$ cat config.mk
export PLATFORM = sky130hd
export DESIGN_NAME = psum_drain
export DESIGN_NICKNAME = d
export VERILOG_FILES = /design/src/rtl/psum_drain.sv
export SDC_FILE = /design/constraint.sdc
export NUM_CORES = 1
export LEC_CHECK = 0
export CORE_AREA = 2 2 106 108
export DETAILED_ROUTE_END_ITERATION = 8
export DIE_AREA = 0 0 108 110
export HOLD_SLACK_MARGIN = 0.06
export PLACE_DENSITY = 0.83
export SYNTH_ARGS = -nofsm -noshare
export SYNTH_HDL_FRONTEND = slang
export SYNTH_SLANG_ARGS = --single-unit
$ cat constraint.sdc
create_clock -name clk -period 6.3 [get_ports clk]
set_input_delay 0.945 -clock clk [delete_from_list [all_inputs] [get_ports clk]]
set_output_delay 0.945 -clock clk [all_outputs]
set_load 0.01 [all_outputs]
$ cat src/rtl/psum_drain.sv
// psum_drain: buffers per-kernel accumulator results and serializes them round-robin onto one valid/ready stream.
// Define PSUM_DRAIN_RELU_EN to clamp negative psums to zero on the output; otherwise data passes bit-exact.
module psum_drain #(
  parameter int BIT_WIDTH  = 8,
  parameter int NUM_KERNEL = 4,
  parameter int REG_WIDTH  = 32,
  parameter int FIFO_DEPTH = 2
) (
  input  logic                  clk,
  input  logic                  rst,
  input  logic [REG_WIDTH-1:0]  i_conf_knmask,
  input  logic [BIT_WIDTH-1:0]  i_psum_kn0,
  input  logic [BIT_WIDTH-1:0]  i_psum_kn1,
  input  logic [BIT_WIDTH-1:0]  i_psum_kn2,
  input  logic [BIT_WIDTH-1:0]  i_psum_kn3,
  input  logic                  i_psum_kn0_val,
  input  logic                  i_psum_kn1_val,
  input  logic                  i_psum_kn2_val,
  input  logic                  i_psum_kn3_val,
  input  logic                  i_err_clr,
  input  logic                  i_out_rdy,
  output logic [BIT_WIDTH-1:0]  o_out_data,
  output logic [1:0]            o_out_kn,
  output logic                  o_out_val,
  output logic [NUM_KERNEL-1:0] o_ovf,
  output logic                  o_busy,
  output logic [REG_WIDTH-1:0]  o_drain_cnt
);

  localparam int AW = $clog2(FIFO_DEPTH);
  localparam int PW = AW + 1;
  localparam int KW = $clog2(NUM_KERNEL);

  logic [BIT_WIDTH-1:0]  psum_in [NUM_KERNEL];
  logic [NUM_KERNEL-1:0] psum_val;
  logic [NUM_KERNEL-1:0] kn_mask;
  logic                  unused_mask_hi;

  logic [BIT_WIDTH-1:0]  fifo_mem [NUM_KERNEL][FIFO_DEPTH];
  logic [PW-1:0]         wr_ptr [NUM_KERNEL];
  logic [PW-1:0]         rd_ptr [NUM_KERNEL];
  logic [NUM_KERNEL-1:0] fifo_empty;
  logic [NUM_KERNEL-1:0] fifo_full;
  logic [NUM_KERNEL-1:0] push;
  logic [NUM_KERNEL-1:0] pop;
  logic [NUM_KERNEL-1:0] ovf_set;

  logic [KW-1:0]         rr_ptr;
  logic [KW-1:0]         grant;
  logic [KW-1:0]         idx;
  logic                  found;
  logic                  load;
  logic [BIT_WIDTH-1:0]  rd_word;
  logic [BIT_WIDTH-1:0]  out_word;

  assign psum_in[0] = i_psum_kn0;
  assign psum_in[1] = i_psum_kn1;
  assign psum_in[2] = i_psum_kn2;
  assign psum_in[3] = i_psum_kn3;
  assign psum_val   = {i_psum_kn3_val, i_psum_kn2_val, i_psum_kn1_val, i_psum_kn0_val};
  assign kn_mask    = i_conf_knmask[NUM_KERNEL-1:0];
  assign unused_mask_hi = ^i_conf_knmask[REG_WIDTH-1:NUM_KERNEL];

  // Extra pointer MSB separates full (MSBs differ) from empty (pointers equal).
  always_comb begin
    for (int k = 0; k < NUM_KERNEL; k++) begin
      fifo_empty[k] = (wr_ptr[k] == rd_ptr[k]);
      fifo_full[k]  = (wr_ptr[k][AW] != rd_ptr[k][AW]) &&
                      (wr_ptr[k][AW-1:0] == rd_ptr[k][AW-1:0]);
    end
  end

  always_comb begin
    grant = rr_ptr;
    idx   = '0;
    found = 1'b0;
    for (int i = 1; i <= NUM_KERNEL; i++) begin
      idx = rr_ptr + KW'(i);
      if (!found && !fifo_empty[idx]) begin
        grant = idx;
        found = 1'b1;
      end
    end
  end

  assign load    = (!o_out_val || i_out_rdy) && found;
  assign rd_word = fifo_mem[grant][rd_ptr[grant][AW-1:0]];

`ifdef PSUM_DRAIN_RELU_EN
  assign out_word = rd_word[BIT_WIDTH-1] ? '0 : rd_word;
`else
  assign out_word = rd_word;
`endif

  // A full FIFO still accepts a push when it is being popped in the same cycle.
  always_comb begin
    for (int k = 0; k < NUM_KERNEL; k++) begin
      pop[k]     = load && (grant == KW'(k));
      push[k]    = psum_val[k] && kn_mask[k] && (!fifo_full[k] || pop[k]);
      ovf_set[k] = psum_val[k] && kn_mask[k] && fifo_full[k] && !pop[k];
    end
  end

  always_ff @(posedge clk) begin
    for (int k = 0; k < NUM_KERNEL; k++) begin
      if (push[k]) fifo_mem[k][wr_ptr[k][AW-1:0]] <= psum_in[k];
    end
  end

  always_ff @(posedge clk or negedge rst) begin
    if (!rst) begin
      for (int k = 0; k < NUM_KERNEL; k++) begin
        wr_ptr[k] <= '0;
        rd_ptr[k] <= '0;
      end
    end else begin
      for (int k = 0; k < NUM_KERNEL; k++) begin
        if (push[k]) wr_ptr[k] <= wr_ptr[k] + PW'(1);
        if (pop[k])  rd_ptr[k] <= rd_ptr[k] + PW'(1);
      end
    end
  end

  always_ff @(posedge clk or negedge rst) begin
    if (!rst) begin
      o_out_val  <= 1'b0;
      o_out_data <= '0;
      o_out_kn   <= '0;
      rr_ptr     <= KW'(NUM_KERNEL - 1);
    end else if (load) begin
      o_out_val  <= 1'b1;
      o_out_data <= out_word;
      o_out_kn   <= grant;
      rr_ptr     <= grant;
    end else if (i_out_rdy) begin
      o_out_val  <= 1'b0;
    end
  end

  // New overflow takes precedence over a same-cycle clear.
  always_ff @(posedge clk or negedge rst) begin
    if (!rst) begin
      o_ovf       <= '0;
      o_drain_cnt <= '0;
    end else begin
      o_ovf <= (i_err_clr ? '0 : o_ovf) | ovf_set;
      if (o_out_val && i_out_rdy) o_drain_cnt <= o_drain_cnt + REG_WIDTH'(1);
    end
  end

  assign o_busy = !(&fifo_empty) || o_out_val;

endmodule

; After elaboration in Yosys (flattened, before gate mapping)
; Memory sizes are Yosys's and may differ from the RTL's.
; Cells that the tools add are included.
[word_totals]
reg_bits = 65
mem_bits_rw = 64
inputBits = 72
out_inout_bits = 48
wordCells = 161
mem_count = 1
[op_classes]
n_addsub = 12
magnitude_cmp = 14
eq_ne = 15
mux = 41
bitwise_logic = 7
reduce_logical = 57
[memory_table]
columns = name, words, width, read_ports, rd_clocked_by_memory_dff, write_ports, line_no
row1 = fifo_mem, 4, 16, 1, 0, 4, 39  ; logic [BIT_WIDTH-1:0] fifo_mem [NUM_KERNEL][FIFO_DEPTH];
[ops]
columns = op, count
row1 = $mux 16, 4
row2 = $mux 8, 7
row3 = $logic_and 1x1->1, 33
row4 = $add 32x1->32 const B, 1
row5 = $demux 8 s1, 4
row6 = $add 2x1->2 const B, 9
row7 = $mux 1, 16
row8 = $logic_not 1->1, 15
row9 = $lt 2x3->1 const B, 4
row10 = $ge 2x2->1 const B, 5
row11 = $not 1->2, 5
row12 = $bmux 1 s2, 4
row13 = $eq 2x2->1, 4
row14 = $lt 2x1->1 const B, 4
row15 = $mux 2, 4
row16 = $logic_or 1x1->1, 6
row17 = $add 2x2->2 const B, 2
row18 = $bmux 2 s2, 1
row19 = $eq 1x1->1, 4
row20 = $eq 2x2->1 const B, 2
row21 = $mux 4, 1
row22 = $ne 1x1->1, 4
row23 = $or 4x4->4, 1
row24 = $reduce_and 4->1, 1
row25 = other kinds (5), 5

; Longest topological paths before layout
[logic_depth]
word_depth = 20
depth_mapped = 9

; Worst setup path before layout
; OpenSTA, ideal clock, no wires.
[synth_path]
kind = reg2reg
startpoint = register wr_ptr[1] (netlist name)
endpoint = memory fifo_mem[0][0] (netlist name), enable pin
setup_ns = 0.386
arrival_ns = 2.422
t_required_ns = 5.914
slack_ns = 3.491
path_stages_with_launch = 8
period_less_slack_ns = 2.809
path_cell_list = dfrtp_1 > buf_4 > xor2_1 > o41ai_1 > a21oi_1 > nor3_2 > nand2_1 > a211oi_1
[synth_lines]
columns = item, line_no
row1 = from (decl), 40  ; logic [PW-1:0] wr_ptr [NUM_KERNEL];
row2 = "from (signal, indexed assignment)", 118  ; if (push[k]) wr_ptr[k] <= wr_ptr[k] + PW'(1);
row3 = to (decl), 39

==> run_results.csv <==
group,metric,value,unit
timing,tns,0,ns
detailed_routing,postRouteAntennaNets,0,
detailed_routing,drtIter0Drc,263,
detailed_routing,drtPass1Iterations,5,
timing,fmax,241.8,MHz
worst_setup_path,reg2reg_depth,6,
cts,cts_buffers,17,
synthesis,yosys.area.top_type_share,33.54,%
cts,post-cts-setup-buffers,0,
hold_path,hold_path.class,"register to register",
synthesis,syn_inst,431,
timing,rsz0062_at_grt,"no",
place,pre_cts_slack,2.021,ns
power,p_leak,2.787,nW
synthesis,ys_types,59,
synthesis,yosysTopAreaCell,"edfxtp_1",
place,hpwlAfterDp,8.343,mm
power,total_power,3.664,mW
power,peakVddDrop,0.0002742,V
synthesis,synthesis.nets,504,
place,io_buffers,91,
worst_setup_path,crit_slowest_cell,"nor3b_1",
cts,cts_resized,0,
detailed_routing,drc_errors,0,
global_route,grtUsageTotal,21.36,%
timing,final.min_clock_period,4.136,ns
synthesis,ys_warn_count,0,
hold_path,min_path_cells,1,
layout,final_area,7295,sq um
timing,skew,0.004932,ns
global_route,grt_pass1_wl,19.18,mm
worst_setup_path,r2r-start,"rd_ptr[2]",
global_route,grt-ovfl-total,0,
timing,tightest_slew,1.280,ns
floorplanning,num_rows,38,
synthesis,synth-seq-cells,129,
worst_setup_path,cp-start-kind,"register",
synthesis,synth_area_leaders,"edfxtp_1 34%, dfrtp_1 28%, mux2i_1 5.6%, xnor2_1 5.2%, xor2_1 2.1%",
worst_setup_path,ff2ff_setup_slack,2.16,ns
worst_setup_path,critPathKind,"register to register",
detailed_routing,routed_wl,11.88,mm
global_route,antenna_found_initial,0,
cts,cts.sinks,129,
floorplanning,die_area,11880,sq um
global_route,grt_pass1_vias,3919,
floorplanning,initial_core_util,53.57,%
hold_path,min_to,"o_drain_cnt[31]",
cts,clockBufferDepth,2,
synthesis,postSynthAreaPerCell,13.30,sq um
worst_setup_path,worst_setup_path_end_kind,"register",
floorplanning,num_io_pins,120,
worst_setup_path,worstReg2RegEnd,"fifo_mem[2][4]",
synthesis,synthesis.area,5730,sq um
layout,nets,598,
place,dpl_cell_area,6723,sq um
worst_setup_path,critPathRequiredTime,6.43,ns
cts,htreeDepth,4,
synthesis,synth-seq-area-share,61.97,%
layout,drive_gt1_share,10.06,%
power,pwr_density_cell,502.3,nW/um^2
timing,hold_violations,0,
timing,worst_slack,2.164,ns
worst_setup_path,crit_fanout,20,
synthesis,synth_ff_type,"edfxtp_1",
cts,cts_tree,"done",
worst_setup_path,worstPathArrival,4.26,ns
detailed_routing,routedWlPerCell,17.55,um
cts,cts-hold-fix-buffers,0,
cts,cts.clk_slew.worst_paths,0.06,ns
detailed_routing,vias,3936,
global_route,grt_max_degree,66,
floorplanning,die_x,108,um
layout,utilization,68.19,%
timing,period_share,65.64,%
worst_setup_path,critPathLaunch,"rd_ptr[2]",
timing,slew_viol_final,0,
floorplanning,die_h,110,um
timing,slew_headroom,14.12,%
worst_setup_path,max_stage_delay,1.02,ns
status,outcome,"complete, no violations",
synthesis,async_flop_share,50.39,%
place,gp_congestion,0.9245,
timing,setup_viol,0,
layout,n_antenna_cell,0,
detailed_routing,viasPerCell,5.814,
layout,area_growth,27.29,%
job,maxCapViolCount,0,
cts,insertion_delay,0.51,ns
hold_path,hp-start,"o_drain_cnt[31]",
cts,cts_root_buf,"clkbuf_8",
worst_setup_path,path_cells,"xor2_1, nor3_1, o211ai_1, and2_4, a21oi_1, nor3b_1",
floorplanning,coreArea,10700,sq um
synthesis,synth_enable_flop_cells,64,
[cell families after synthesis]
group	share of synthesized area [%]
adder cells (fa/ha/maj)	0.2183
buffers and inverters	2.271
XOR/XNOR	8.188
AO/OA/AOI/OAI	10.15
flip-flops	61.96
multiplexers	5.786
AND/OR/NAND/NOR	11.42
[worst max path at each step]
| stage | end | slack [ns] | cells past startpoint |
|---|---|---|---|
| final | fifo_mem[2][4] | 2.16 | 6 |
| after global routing | fifo_mem[2][1] | 1.84 | 6 |
| after CTS | fifo_mem[2][6] | 2.14 | 6 |
| after detailed placement | fifo_mem[2][3] | 2.02 | 6 |
| after global placement | fifo_mem[2][3] | 2.15 | 6 |
| after floorplan | fifo_mem[0][0] | 3.49 | 7 |
[cell usage after synthesis, types with 4 or more instances]
cell      count
and4_1        7
nand4_1       6
a221oi_1      8
dfrtp_1      63
a21oi_1       8
a221o_1       8
o211ai_1      4
nor2b_1       9
edfxtp_1     64
buf_2         5
o21ai_0       4
a211oi_1     12
a32o_1        4
inv_1         7
xor2_1       14
xnor2_1      34
nand3_1      24
nor3_1        9
mux2i_1      32
clkbuf_1      7
nor2_1       19
nand2_1      26
[power breakdown]
| group | internal [mW] | switching, mW |
|---|---|---|
| combinational | 0.604 | 0.787 |
| sequential | 1.11 | 0.234 |
| clock | 0.565 | 0.365 |
[worst max-delay path, delay by kind of cell (launching register included)]
kind,cells,cell delay (ns)
XOR/XNOR,1,0.36
AO/OA/AOI/OAI,2,1.06
flip-flops,1,0.75
AND/OR/NAND/NOR,3,1.57
[final cells by class]
type,instances,area (sq um)
Timing Repair Buffer,93,920.9
Tap cell,140,175.2
Sequential cell,129,3551
Clock inverter,14,157.7
Multi-Input combinational cell,277,2049
Fill cell,775,3403
Inverter,7,26.28
Clock buffer,17,414.1
[placed cells by master, fill, tap and decap left out, drive strengths merged, types with 9 or more instances in the layout]
cell,netlist,layout
a21oi,10,10
a211oi,13,13
clkbuf,7,17
inv,7,11
edfxtp,64,64
nor2,19,19
clkdlybuf4s50,0,90
mux2i,32,32
nor2b,9,9
xnor2,37,37
nor3,11,11
nand3,24,24
xor2,14,14
dfrtp,63,63
nand2,27,27
[flip-flops by register name, summed over array words and instances, names as in the netlist, 2 cells and up]
name	count
wr_ptr	8
rd_ptr	8
fifo_mem	64
o_ovf	4
o_out_data	8
o_drain_cnt	32
o_out_kn	2
rr_ptr	2
[per-layer routing]
metal,global-route usage [%],up-vias,wire length [um]
met5,0,-,0
met4,9.615,0,294
met3,5.761,25,751
met2,35.98,167,5853
met1,25.92,1923,4983
li1,-,1821,-
[stage by stage]
step / hold slack [ns] / std cells
after floorplan: 0.4645 / 431
after global placement: 0.4623 / 646
after detailed placement: 0.4698 / 646
after CTS: 0.4775 / 677
after global routing: 0.4938 / 677
final: 0.4700 / 677
Note: power is estimated with default switching activity, not from simulation.
